==> src/rtl/adder_arbiter_if.sv <==
// adder_arbiter_if: requester/response bundle between the FFT sequencers and the shared-adder arbiter.
interface adder_arbiter_if;
  logic req0_valid, req1_valid, req0_ready, req1_ready;
  logic signed [11:0] req0_a0, req0_b0, req0_a1, req0_b1;
  logic signed [11:0] req1_a0, req1_b0, req1_a1, req1_b1;
  logic rsp0_valid, rsp1_valid, rsp0_ready, rsp1_ready;
  logic signed [11:0] rsp_out0, rsp_out1;
  logic [1:0] in_flight;
  modport slave (
    input  req0_valid, req1_valid, req0_a0, req0_b0, req0_a1, req0_b1,
           req1_a0, req1_b0, req1_a1, req1_b1, rsp0_ready, rsp1_ready,
    output req0_ready, req1_ready, rsp0_valid, rsp1_valid, rsp_out0, rsp_out1, in_flight
  );
  modport master (
    output req0_valid, req1_valid, req0_a0, req0_b0, req0_a1, req0_b1,
           req1_a0, req1_b0, req1_a1, req1_b1, rsp0_ready, rsp1_ready,
    input  req0_ready, req1_ready, rsp0_valid, rsp1_valid, rsp_out0, rsp_out1, in_flight
  );
endinterface

==> src/rtl/adder_arbiter.sv <==
// adder_arbiter: grants a shared two-stage halving adder to one of two requesters and
// returns each result to its owner under valid/ready, stalling the pipe on back-pressure.
module adder (
  input  logic               clk,
  input  logic               n_rst,
  input  logic               n_stall,
  input  logic signed [11:0] a0_i,
  input  logic signed [11:0] b0_i,
  input  logic signed [11:0] a1_i,
  input  logic signed [11:0] b1_i,
  output logic signed [11:0] out0_o,
  output logic signed [11:0] out1_o
);
  logic signed [11:0] a0_q, b0_q, a1_q, b1_q, out0_q, out1_q;
  logic [12:0] s0, s1;
  // 13-bit sum keeps the carry, so taking [12:1] is a floor halving that cannot overflow
  assign s0 = {a0_q[11], a0_q} + {b0_q[11], b0_q};
  assign s1 = {a1_q[11], a1_q} + {b1_q[11], b1_q};
  always_ff @(posedge clk or negedge n_rst)
    if (!n_rst) begin
      {a0_q, b0_q, a1_q, b1_q, out0_q, out1_q} <= '0;
    end else if (n_stall) begin
      {a0_q, b0_q, a1_q, b1_q} <= {a0_i, b0_i, a1_i, b1_i};
      out0_q <= s0[12:1];
      out1_q <= s1[12:1];
    end
  assign out0_o = out0_q;
  assign out1_o = out1_q;
endmodule

module adder_arbiter #(
  parameter bit RR_EN = 1'b1
) (
  input logic           clk,
  input logic           n_rst,
  adder_arbiter_if.slave bus
);
  logic v1_q, v1_d, id1_q, id1_d, v2_q, v2_d, id2_q, id2_d, ptr_q, ptr_d;
  logic n_stall, gnt0, gnt1;
  logic signed [11:0] a0, b0, a1, b1, out0, out1;
  always_comb begin
    n_stall = !(v2_q && !(id2_q ? bus.rsp1_ready : bus.rsp0_ready));
    gnt0 = RR_EN ? bus.req0_valid && (!bus.req1_valid || !ptr_q) : bus.req0_valid;
    gnt1 = RR_EN ? bus.req1_valid && (!bus.req0_valid || ptr_q) : bus.req1_valid && !bus.req0_valid;
    a0 = gnt0 ? bus.req0_a0 : gnt1 ? bus.req1_a0 : '0;
    b0 = gnt0 ? bus.req0_b0 : gnt1 ? bus.req1_b0 : '0;
    a1 = gnt0 ? bus.req0_a1 : gnt1 ? bus.req1_a1 : '0;
    b1 = gnt0 ? bus.req0_b1 : gnt1 ? bus.req1_b1 : '0;
    v1_d = n_stall ? gnt0 || gnt1 : v1_q;
    id1_d = n_stall ? gnt1 : id1_q;
    v2_d = n_stall ? v1_q : v2_q;
    id2_d = n_stall ? id1_q : id2_q;
    // pointer moves to the requester that lost (or was absent) on every accepted grant
    ptr_d = (n_stall && (gnt0 || gnt1)) ? gnt0 : ptr_q;
  end
  always_ff @(posedge clk or negedge n_rst)
    if (!n_rst) begin
      {v1_q, id1_q, v2_q, id2_q, ptr_q} <= '0;
    end else begin
      {v1_q, id1_q, v2_q, id2_q, ptr_q} <= {v1_d, id1_d, v2_d, id2_d, ptr_d};
    end
  adder u_adder (
    .clk    (clk),
    .n_rst  (n_rst),
    .n_stall(n_stall),
    .a0_i   (a0),
    .b0_i   (b0),
    .a1_i   (a1),
    .b1_i   (b1),
    .out0_o (out0),
    .out1_o (out1)
  );
  assign bus.req0_ready = n_rst && n_stall && gnt0;
  assign bus.req1_ready = n_rst && n_stall && gnt1;
  assign bus.rsp0_valid = v2_q && !id2_q;
  assign bus.rsp1_valid = v2_q && id2_q;
  assign bus.rsp_out0 = out0;
  assign bus.rsp_out1 = out1;
  assign bus.in_flight = {1'b0, v1_q} + {1'b0, v2_q};
endmodule

==> src/flat_wrapper.sv <==
// flat-port wrapper written by rule: the top's interface ports become plain ports
module adder_arbiter_flat 
#(
  parameter bit RR_EN = 1'b1
)
  (clk, n_rst, bus_req0_valid, bus_req1_valid, bus_req0_a0, bus_req0_b0, bus_req0_a1, bus_req0_b1, bus_req1_a0, bus_req1_b0, bus_req1_a1, bus_req1_b1, bus_rsp0_ready, bus_rsp1_ready, bus_req0_ready, bus_req1_ready, bus_rsp0_valid, bus_rsp1_valid, bus_rsp_out0, bus_rsp_out1, bus_in_flight);
  adder_arbiter_if bus_i ();
  input logic clk;
  input logic n_rst;
  input wire logic [$bits(bus_i.req0_valid)-1:0] bus_req0_valid;
  input wire logic [$bits(bus_i.req1_valid)-1:0] bus_req1_valid;
  input wire logic [$bits(bus_i.req0_a0)-1:0] bus_req0_a0;
  input wire logic [$bits(bus_i.req0_b0)-1:0] bus_req0_b0;
  input wire logic [$bits(bus_i.req0_a1)-1:0] bus_req0_a1;
  input wire logic [$bits(bus_i.req0_b1)-1:0] bus_req0_b1;
  input wire logic [$bits(bus_i.req1_a0)-1:0] bus_req1_a0;
  input wire logic [$bits(bus_i.req1_b0)-1:0] bus_req1_b0;
  input wire logic [$bits(bus_i.req1_a1)-1:0] bus_req1_a1;
  input wire logic [$bits(bus_i.req1_b1)-1:0] bus_req1_b1;
  input wire logic [$bits(bus_i.rsp0_ready)-1:0] bus_rsp0_ready;
  input wire logic [$bits(bus_i.rsp1_ready)-1:0] bus_rsp1_ready;
  output wire logic [$bits(bus_i.req0_ready)-1:0] bus_req0_ready;
  output wire logic [$bits(bus_i.req1_ready)-1:0] bus_req1_ready;
  output wire logic [$bits(bus_i.rsp0_valid)-1:0] bus_rsp0_valid;
  output wire logic [$bits(bus_i.rsp1_valid)-1:0] bus_rsp1_valid;
  output wire logic [$bits(bus_i.rsp_out0)-1:0] bus_rsp_out0;
  output wire logic [$bits(bus_i.rsp_out1)-1:0] bus_rsp_out1;
  output wire logic [$bits(bus_i.in_flight)-1:0] bus_in_flight;
  assign bus_i.req0_valid = bus_req0_valid;
  assign bus_i.req1_valid = bus_req1_valid;
  assign bus_i.req0_a0 = bus_req0_a0;
  assign bus_i.req0_b0 = bus_req0_b0;
  assign bus_i.req0_a1 = bus_req0_a1;
  assign bus_i.req0_b1 = bus_req0_b1;
  assign bus_i.req1_a0 = bus_req1_a0;
  assign bus_i.req1_b0 = bus_req1_b0;
  assign bus_i.req1_a1 = bus_req1_a1;
  assign bus_i.req1_b1 = bus_req1_b1;
  assign bus_i.rsp0_ready = bus_rsp0_ready;
  assign bus_i.rsp1_ready = bus_rsp1_ready;
  assign bus_req0_ready = bus_i.req0_ready;
  assign bus_req1_ready = bus_i.req1_ready;
  assign bus_rsp0_valid = bus_i.rsp0_valid;
  assign bus_rsp1_valid = bus_i.rsp1_valid;
  assign bus_rsp_out0 = bus_i.rsp_out0;
  assign bus_rsp_out1 = bus_i.rsp_out1;
  assign bus_in_flight = bus_i.in_flight;
  adder_arbiter #(.RR_EN(RR_EN)) u_core (.clk(clk), .n_rst(n_rst), .bus(bus_i));
endmodule
==> config.mk <==
export PLATFORM = sky130hd
export DESIGN_NAME = adder_arbiter_flat
export DESIGN_NICKNAME = d
export VERILOG_FILES = /design/src/rtl/adder_arbiter_if.sv /design/src/rtl/adder_arbiter.sv /design/src/flat_wrapper.sv
export SDC_FILE = /design/constraint.sdc
export NUM_CORES = 1
export LEC_CHECK = 0
export ABC_AREA = 1
export CORE_MARGIN = 2
export CORE_UTILIZATION = 53
export DETAILED_ROUTE_END_ITERATION = 8
export PLACE_DENSITY = 0.87
export SKIP_CTS_REPAIR_TIMING = 1
export SLEW_MARGIN = 25
export SYNTH_ARGS = -nofsm -noshare
export SYNTH_HDL_FRONTEND = slang
export SYNTH_SLANG_ARGS = --single-unit
==> constraint.sdc <==
create_clock -name clk -period 5.3 [get_ports clk]
set_input_delay 1.06 -clock clk [delete_from_list [all_inputs] [get_ports clk]]
set_output_delay 1.06 -clock clk [all_outputs]
set_load 0.02 [all_outputs]
==> results_dict.tcl, run 1 <==
set metrics [dict create \
    port_buffers 131 \
    timing_worst_setup_path_type "input pin to output pin" \
    crit_required_ps 4240 \
    ys_top_cells_by_area "dfrtp_1, nand2_1, nand3_1, nand4_1, ha_1" \
    async_reset_ff_share_pct 100 \
    timing.slew.headroom_pct 36.5 \
    global_route.overflow_total 0 \
    setup-tns-final_ps 0 \
    cellLeakagePower_uw 0.00309 \
    setup_ws_ps 1460 \
    holdWs_ps 482 \
    insertedDiodeCount 0 \
    worstMarginPinSlew_ps 953 \
    fin_cells 881 \
    place_ws_ps 1480 \
    pwr_density_cell_nw_per_um2 618 \
    grt_pass1_vias 4624 \
    timing.critical_path.buf_inv 2 \
    avgViaCountPerCell 5.63 \
    drt-initial-drc-count 324 \
    number_of_buffers_created_by_cts 9 \
    min_period_ps 3840 \
    grt_usage_pct 28.3 \
    cts_tree "done" \
    type_of_origin_of_the_critical_path "input pin" \
    synth_nets 785 \
    synthesis.area_per_instance_um2 7.29 \
    drtPass1Iterations 5 \
    post-route-util_pct 71.9 \
    register_share_of_total_power_pct 28.2 \
    peakVddDrop_mv 0.313 \
    finalWeightedCongestion 0.902 \
    min_path_type "flop to flop" \
    ff_latch_area_um2 1930 \
    drt-total-wl_um 13600 \
    final_nets 896 \
    floorplan.die_area_um2 9830 \
    die_height_um 99.1 \
    remaining_drc_errors 0 \
    cell_internal_pwr_uw 2040 \
    route.detailed.wl_per_inst_um 15.4 \
    final.setup_skew_ps 8.61 \
    detailed_place_hpwl_um 10000 \
    status "finished, final reports clean" \
    synth-edff-count 0 \
    crit_path_cell_trace "buf_2 > nand3_1 > nor2_1 > clkdlybuf4s50_1" \
    cts_num_sinks 77 \
    synth_warnings 0 \
    layout_worst_path_cycle_share_pct 72.5 \
    synth.most_common_cell "nand2_1" \
    synth_seq_cells 77 \
    antenna_violating_nets_post_route 0 \
    critical_path_peak_fanout 51 \
    first_pass_grt_wire_length_um 22100 \
    layout-drive-gt1-share_pct 3.75 \
    p_switching_uw 1860 \
    final.fill_count 732 \
    cts.clk_slew.worst_paths_ps 70 \
    post_synth_num_cell_types 25 \
    maximum_operating_frequency_mhz 260 \
    areaGrowthSynthToFinish_pct 31.4 \
    netlist.area_leader.share_pct 40.2 \
    initial_core_util_pct 54.7 \
    power_frac_comb_pct 60.2 \
    power_frac_clock_pct 11.7 \
    netlist_top_cells_count "nand2_1, nand3_1, dfrtp_1" \
    synthesis.instances 658 \
    power.share.switching_pct 47.7 \
    netlist_area_um2 4800 \
    design.core.area_um2 8760 \
    crit_path_max_incr_delay_ps 710 \
    core.rowCount 34 \
    critical_path_arrival_ps 2780 \
    floorplan.die.width_um 99.1 \
    worstSkewPairLatency_ps 360 \
    end_kind "output pin" \
    timing.max_cap.violations 0 \
    multi_input_area_um2 2490 \
    via_count 4960 \
    grt_max_degree 120 \
    ios 132 \
    synth-main-ff-cell "dfrtp_1" \
    share_of_synthesized_area_occupied_by_flip_flops_and_latches_pct 40.2 \
    cts-root-to-sink-buffers 2 \
    crit_family "buffers and inverters" \
    final_hold_viol_count 0 \
    clock_tree.root_cell "clkbuf_8" \
    total_setup_violations_reported_at_the_end_of_the_flow 0 \
    antenna_found_initial 0 \
    grt_setup_unrepaired "no" \
    dp.cells 866 \
    final_max_slew_viol_count 0 \
    synth.largest_area_cell "dfrtp_1" \
    h_tree_lvl_count 3 \
    crit_slowest_cell "buf_2" \
]
[area by class of cell]
| cell class | count | share of cell area, % |
|---|---|---|
| multi-input combinational | 492 | 39.5 |
| timing repair buffer | 137 | 21.5 |
| clock buffer | 11 | 2.40 |
| sequential | 77 | 30.6 |
| tap | 108 | 2.14 |
| inverter | 52 | 3.10 |
| clock inverter | 4 | 0.755 |
[cell usage in the layout (no fill, tap or decap), drive strengths merged]
master         instances
a21boi                 1
a21oi                 11
and2                   2
buf                    8
bufinv                 1
clkbuf                11
clkdlybuf4s50        129
clkinv                 2
clkinvlp               1
dfrtp                 77
fa                     2
ha                    23
inv                   52
nand2                214
nand3                129
nand3b                 4
nand4                 56
nor2                  30
o21ai                 13
o22ai                  1
or2                    2
xnor2                  4
[stage by stage]
stage               area, um^2  power (uW)
floorplan                 4800        2700
global placement          6090        3340
detailed placement        6090        3420
CTS                       6290        3890
global route              6300        4240
finish                    6300        3900
[layer usage]
metal / track usage, % / share of wire, % / up-vias / wire length [um]
met1: 40.1 / 44 / 2298 / 5930
met4: 10.0 / 1.9 / 0 / 255
met2: 44.1 / 48 / 212 / 6470
met3: 4.71 / 6.9 / 24 / 936
li1: - / - / 2426 / -
met5: 0 / 0 / - / 0
[registers in the layout (all words and copies together), names as in the netlist]
signal and flops:
u_core.u_adder.a0_q 12, u_core.u_adder.a1_q 12, u_core.u_adder.b0_q 12, u_core.u_adder.b1_q 12
u_core.u_adder.out0_o 12, u_core.u_adder.out1_o 12, u_core.id1_q 1, u_core.id2_q 1
u_core.ptr_q 1, u_core.v1_q 1, u_core.v2_q 1
[final timing paths]
path                                     startpoint  slack, ps  cells after the start                        to
max                                  bus_req0_valid       1460                      4            bus_req0_ready
min                        u_core.u_adder.out0_o[6]        480                      2  u_core.u_adder.out0_o[6]
max reg2reg                             u_core.v2_q       3120                      7              u_core.ptr_q
min reg2reg                u_core.u_adder.out0_o[6]        480                      2  u_core.u_adder.out0_o[6]
max in group asynchronous                     n_rst       3970                      2  u_core.u_adder.out1_o[2]
min in group asynchronous                     n_rst        810                      2    u_core.u_adder.a1_q[6]
[power groups by stage]
stage | logic [uW] | clock network (uW) | registers [uW]
2_1_floorplan | 1550 | 0 | 1150
3_3_place_gp | 2250 | 0 | 1090
3_5_place_dp | 2320 | 0 | 1100
4_1_cts | 2330 | 462 | 1090
5_1_grt | 2620 | 488 | 1130
6_report | 2340 | 454 | 1100
[cell families after synthesis]
group | share of synthesized area [%]
AO/OA/AOI/OAI | 3.10
XOR/XNOR | 0.730
adder cells (fa/ha/maj) | 6.84
buffers and inverters | 8.09
flip-flops | 40.2
AND/OR/NAND/NOR | 41.1
[tightest hold or removal path, stage by stage (launching register included)]
cell and delay [ps]:
dfrtp_1 350, nand2_1 50, nand2_1 50
Note: power is estimated with default switching activity, not from simulation.
==> run 2, diff against run 1 <==
--- a/config.mk
+++ b/config.mk
@@ -7,9 +7,9 @@
 export LEC_CHECK = 0
 export ABC_AREA = 1
 export CORE_MARGIN = 2
-export CORE_UTILIZATION = 53
+export CORE_UTILIZATION = 49
 export DETAILED_ROUTE_END_ITERATION = 8
-export PLACE_DENSITY = 0.87
+export PLACE_DENSITY = 0.81
 export SKIP_CTS_REPAIR_TIMING = 1
 export SLEW_MARGIN = 25
 export SYNTH_ARGS = -nofsm -noshare
==> constraint.sdc (replaced) <==
create_clock -name clk -period 3.9 [get_ports clk]
set_input_delay 0.78 -clock clk [delete_from_list [all_inputs] [get_ports clk]]
set_output_delay 0.78 -clock clk [all_outputs]
set_load 0.02 [all_outputs]
==> results_dict.tcl, run 2 (synthesis results as in run 1) <==
set metrics [dict create \
    total_setup_violations_reported_at_the_end_of_the_flow 0 \
    routed-wl-met3_um 822 \
    final_max_slew_viol_count 0 \
    status "finished, final reports clean" \
    setup_ws_ps 570 \
    ios 132 \
    final_hold_viol_count 0 \
    critical_path.reg2reg.startpoint "u_core.v2_q" \
    crit_slowest_cell "clkdlybuf4s50_1" \
    crit_path_max_incr_delay_ps 610 \
    clock_tree.root_cell "clkbuf_8" \
    rr_endpoint "u_core.u_adder.b1_q[4]" \
    layout_worst_path_cycle_share_pct 85.4 \
    insertedDiodeCount 0 \
    grt_max_degree 78 \
    areaGrowthSynthToFinish_pct 32.1 \
    core.rowCount 36 \
    remaining_drc_errors 0 \
    timing.slew.headroom_pct 54.7 \
    hold-path-cell-count 2 \
    type_of_origin_of_the_critical_path "input pin" \
    pwr_density_cell_nw_per_um2 830 \
    avgViaCountPerCell 5.41 \
    worstMarginPinSlew_ps 679 \
    route.detailed.wl_per_inst_um 14.6 \
    worst_hold_startpoint "u_core.u_adder.out1_o[10]" \
    peakVddDrop_mv 0.512 \
    final.setup_skew_ps 11.2 \
    floorplan.die.width_um 103 \
    dr_wl_met2_um 5880 \
    via_count 4917 \
    cellLeakagePower_uw 0.00309 \
    place_ws_ps 574 \
    floorplan.die_area_um2 10600 \
    die_height_um 103 \
    port_buffers 131 \
    crit_family "buffers and inverters" \
    fin_cells 909 \
    min_path_type "flop to flop" \
    post-route-util_pct 65.7 \
    initial_core_util_pct 49.8 \
    worstSkewPairLatency_ps 350 \
    cts_tree "done" \
    antenna_found_initial 0 \
    min_period_ps 3330 \
    dp.cells 893 \
    report.power.total_uw 5260 \
    grt_setup_unrepaired "no" \
    top_layer_used "met4" \
    finalWeightedCongestion 0.864 \
    antenna_violating_nets_post_route 0 \
    setup-tns-final_ps 0 \
    crit_path_cell_trace "clkdlybuf4s50_1 > nor2_1 > a21oi_4 > nand3_1 > nor2_1 > clkdlybuf4s50_1" \
    cts.clk_slew.worst_paths_ps 80 \
    grt_usage_pct 25.7 \
    timing.critical_path.buf_inv 2 \
    h_tree_lvl_count 3 \
    first_pass_grt_wire_length_um 21500 \
    final_nets 898 \
    layout-drive-gt1-share_pct 3.99 \
    rr_worst_depth 7 \
    cts_num_sinks 77 \
    commonest_non_fill_non_tap_cell_in_the_layout "nand2_1" \
    drt-total-wl_um 13300 \
    timing_worst_setup_path_type "input pin to output pin" \
    worstHoldEndpoint "u_core.u_adder.out1_o[10]" \
    drt-initial-drc-count 292 \
    number_of_buffers_created_by_cts 9 \
    drtPass1Iterations 5 \
    global_route.overflow_total 0 \
    mostFrequentLayoutCells "nand2_1, nand3_1, clkdlybuf4s50_1" \
    critical_path_peak_fanout 14 \
    critical_path_arrival_ps 2550 \
    cts-root-to-sink-buffers 2 \
    timing.max_cap.violations 0 \
    detail_route.wirelength.met1_um 6390 \
    maximum_operating_frequency_mhz 300 \
    end_kind "output pin" \
    design.core.area_um2 9640 \
    detailed_place_hpwl_um 9830 \
    grt_pass1_vias 4528 \
    timing.reg2reg.setup_slack_ps 1580 \
    crit_required_ps 3120 \
]
-- run 2: power by group --
part	internal, uW	leakage, uW	switching (uW)
sequential	1210	0.000954	272
clock	295	0.0000923	301
combinational	1240	0.00205	1940
-- run 2: area by class of cell --
class                      instances  area, um^2
clock inverter                     6        63.8
tap                              133         166
timing repair buffer             139        1370
fill                             878        3300
multi-input combinational        492        2490
inverter                          52         195
clock buffer                      10         128
sequential                        77        1930
-- run 2: how the worst max path moves through the flow --
stage              startpoint              to  cells past startpoint
2_1_floorplan  bus_req0_valid  bus_req1_ready                      6
3_3_place_gp   bus_rsp0_ready  bus_req0_ready                      6
3_5_place_dp   bus_rsp1_ready  bus_req0_ready                      6
4_1_cts        bus_rsp1_ready  bus_req0_ready                      6
5_1_grt        bus_rsp1_ready  bus_req0_ready                      6
6_report       bus_rsp1_ready  bus_req0_ready                      6
-- run 2: worst register-to-register path: stages, from the launching register on --
cell     delay, ps
dfrtp_1        400
nand2_1        120
nor2_1          80
a21oi_4        320
buf_4          630
buf_4          470
nand3_1        140
nand3_1        110
-- run 2: routing by layer --
layer	global-route usage [%]	up-vias
li1	-	2421
met1	39.1	2304
met2	38.2	177
met3	4.41	15
met4	6.38	0
met5	0	-
-- run 2: through the flow --
step                      hold slack (ps)  cell area [um^2]
after floorplan                       449              4800
after global placement                455              6140
after detailed placement              466              6140
after CTS                             486              6330
after global routing                  500              6340
final                                 482              6340
==> run 3, diff against run 2 <==
--- a/config.mk
+++ b/config.mk
@@ -6,7 +6,6 @@
 export NUM_CORES = 1
 export LEC_CHECK = 0
 export ABC_AREA = 1
-export CORE_MARGIN = 2
 export CORE_UTILIZATION = 49
 export DETAILED_ROUTE_END_ITERATION = 8
 export PLACE_DENSITY = 0.81
@@ -14,4 +13,5 @@
 export SLEW_MARGIN = 25
 export SYNTH_ARGS = -nofsm -noshare
 export SYNTH_HDL_FRONTEND = slang
+export SYNTH_HIERARCHICAL = 1
 export SYNTH_SLANG_ARGS = --single-unit
==> results_dict.tcl, run 3 <==
set metrics [dict create \
    final.fill_count 903 \
    report.power.total_uw 4880 \
    setup-tns-final_ps 0 \
    drtPass1Iterations 4 \
    multi_input_area_um2 2680 \
    synth_seq_cells 77 \
    die_height_um 102 \
    synth-main-ff-cell "dfrtp_1" \
    final_nets 997 \
    type_of_origin_of_the_critical_path "input pin" \
    ios 132 \
    commonest_non_fill_non_tap_cell_in_the_layout "nand2_1" \
    synth.most_common_cell "nand2_1" \
    areaGrowthSynthToFinish_pct 31.9 \
    insertedDiodeCount 0 \
    netlist.area_leader.share_pct 39.0 \
    netlist_area_um2 4940 \
    status "finished, final reports clean" \
    final.setup_skew_ps 10.6 \
    synth_nets 876 \
    timing.slew.headroom_pct 50.7 \
    initial_core_util_pct 50.6 \
    cts_tree "done" \
    cts-root-to-sink-buffers 2 \
    grt_setup_unrepaired "no" \
    maximum_operating_frequency_mhz 323 \
    detailed_place_hpwl_um 9190 \
    ys_top_cells_by_area "dfrtp_1, nand2_1, ha_1, inv_1, nand3_1" \
    first_pass_grt_wire_length_um 20400 \
    port_buffers 131 \
    layout-drive-gt1-share_pct 5.03 \
    netlist_top_cells_count "nand2_1, dfrtp_1, inv_1" \
    global_route.overflow_total 0 \
    cts.clk_slew.worst_paths_ps 70 \
    critical_path_peak_fanout 3 \
    design.core.area_um2 9770 \
    crit_required_ps 3120 \
    antenna_found_initial 0 \
    number_of_buffers_created_by_cts 9 \
    setup_ws_ps 800 \
    final_hold_viol_count 0 \
    cts_num_sinks 77 \
    drt-initial-drc-count 220 \
    grt_max_degree 79 \
    place_ws_ps 846 \
    peakVddDrop_mv 0.659 \
    async_reset_ff_share_pct 100 \
    holdWs_ps 470 \
    layout_worst_path_cycle_share_pct 79.5 \
    grt_usage_pct 25.0 \
    synth.largest_area_cell "dfrtp_1" \
    worstSkewPairLatency_ps 360 \
    worstMarginPinSlew_ps 739 \
    route.detailed.wl_per_inst_um 12.0 \
    timing_worst_setup_path_type "input pin to output pin" \
    synth-edff-count 0 \
    post_synth_num_cell_types 27 \
    ff_latch_area_um2 1930 \
    synth_warnings 6 \
    synthesis.area_per_instance_um2 6.60 \
    min_path_type "flop to flop" \
    placed_cell_area_um2 6330 \
    pwr_density_cell_nw_per_um2 748 \
    floorplan.die_area_um2 10500 \
    avgViaCountPerCell 4.80 \
    total_setup_violations_reported_at_the_end_of_the_flow 0 \
    share_of_synthesized_area_occupied_by_flip_flops_and_latches_pct 39.0 \
    antenna_violating_nets_post_route 0 \
    mostFrequentLayoutCells "nand2_1, clkdlybuf4s50_1, dfrtp_1" \
    grt_pass1_vias 4557 \
    critical_path_arrival_ps 2320 \
    min_period_ps 3100 \
    finalWeightedCongestion 0.863 \
    via_count 4830 \
    drt-total-wl_um 12100 \
    floorplan.die.width_um 102 \
    clock_tree.root_cell "clkbuf_8" \
    synthesis.instances 749 \
    finalInstanceArea_um2 6520 \
    timing.max_cap.violations 0 \
    h_tree_lvl_count 3 \
    core.rowCount 36 \
    end_kind "output pin" \
    remaining_drc_errors 0 \
    final_max_slew_viol_count 0 \
    cellLeakagePower_uw 0.00356 \
]
[run 3: report_power, final]
| part | internal (uW) | switching (uW) | leakage (uW) |
|---|---|---|---|
| logic | 1120 | 1770 | 0.00251 |
| registers | 1180 | 243 | 0.000959 |
| clock network | 289 | 281 | 0.0000919 |
| total | 2590 | 2290 | 0.00356 |
[run 3: critical path, stage by stage]
cell             delay (ps)
clkdlybuf4s50_1         430
inv_1                   150
nor2_1                   90
nor2_4                   90
nand2_1                  80
nor2_1                   90
clkdlybuf4s50_1         610
[run 3: cells by family after synthesis]
family / synth area share (%)
simple gates: 41.9
buf+inv: 7.22
flops: 39.0
compound gates: 4.51
fa+ha+maj: 6.63
xor+xnor: 0.709
[run 3: final cells by class]
| class | count | share of cell area (%) |
|---|---|---|
| Tap cell | 133 | 2.55 |
| Sequential cell | 77 | 29.6 |
| Multi-Input combinational cell | 588 | 41.1 |
| Inverter | 59 | 3.44 |
| Clock buffer | 10 | 1.96 |
| Timing Repair Buffer | 135 | 20.6 |
| Clock inverter | 5 | 0.807 |
[run 3: final timing paths]
check                                    startpoint                        to  slack [ps]  cells after the start
hold / removal             u_core/u_adder/out1_o[0]  u_core/u_adder/out1_o[0]         470                      2
min in group asynchronous                     n_rst               u_core/v1_q         540                      2
setup / recovery                     bus_req0_valid            bus_req1_ready         800                      7
hold reg to reg            u_core/u_adder/out1_o[0]  u_core/u_adder/out1_o[0]         470                      2
max in group asynchronous                     n_rst  u_core/u_adder/out1_o[1]        2880                      2
setup reg to reg             u_core/u_adder/a0_q[0]  u_core/u_adder/out0_o[7]        2020                      9
[run 3: through the flow]
| step | cells | utilization, % |
|---|---|---|
| 3_3_place_gp | 992 | 64.7 |
| 2_1_floorplan | 749 | - |
| 6_report | 1007 | 66.7 |
| 3_5_place_dp | 992 | 64.8 |
| 5_1_grt | 1007 | 66.7 |
| 4_1_cts | 1007 | 66.6 |
[run 3: metal layers]
layer,vias to the layer above,GRT usage [%],share of wire (%)
li1,2536,-,-
met1,2172,34.8,49
met2,110,39.3,45
met3,12,5.40,4.9
met4,0,6.70,1.1
met5,-,0,0
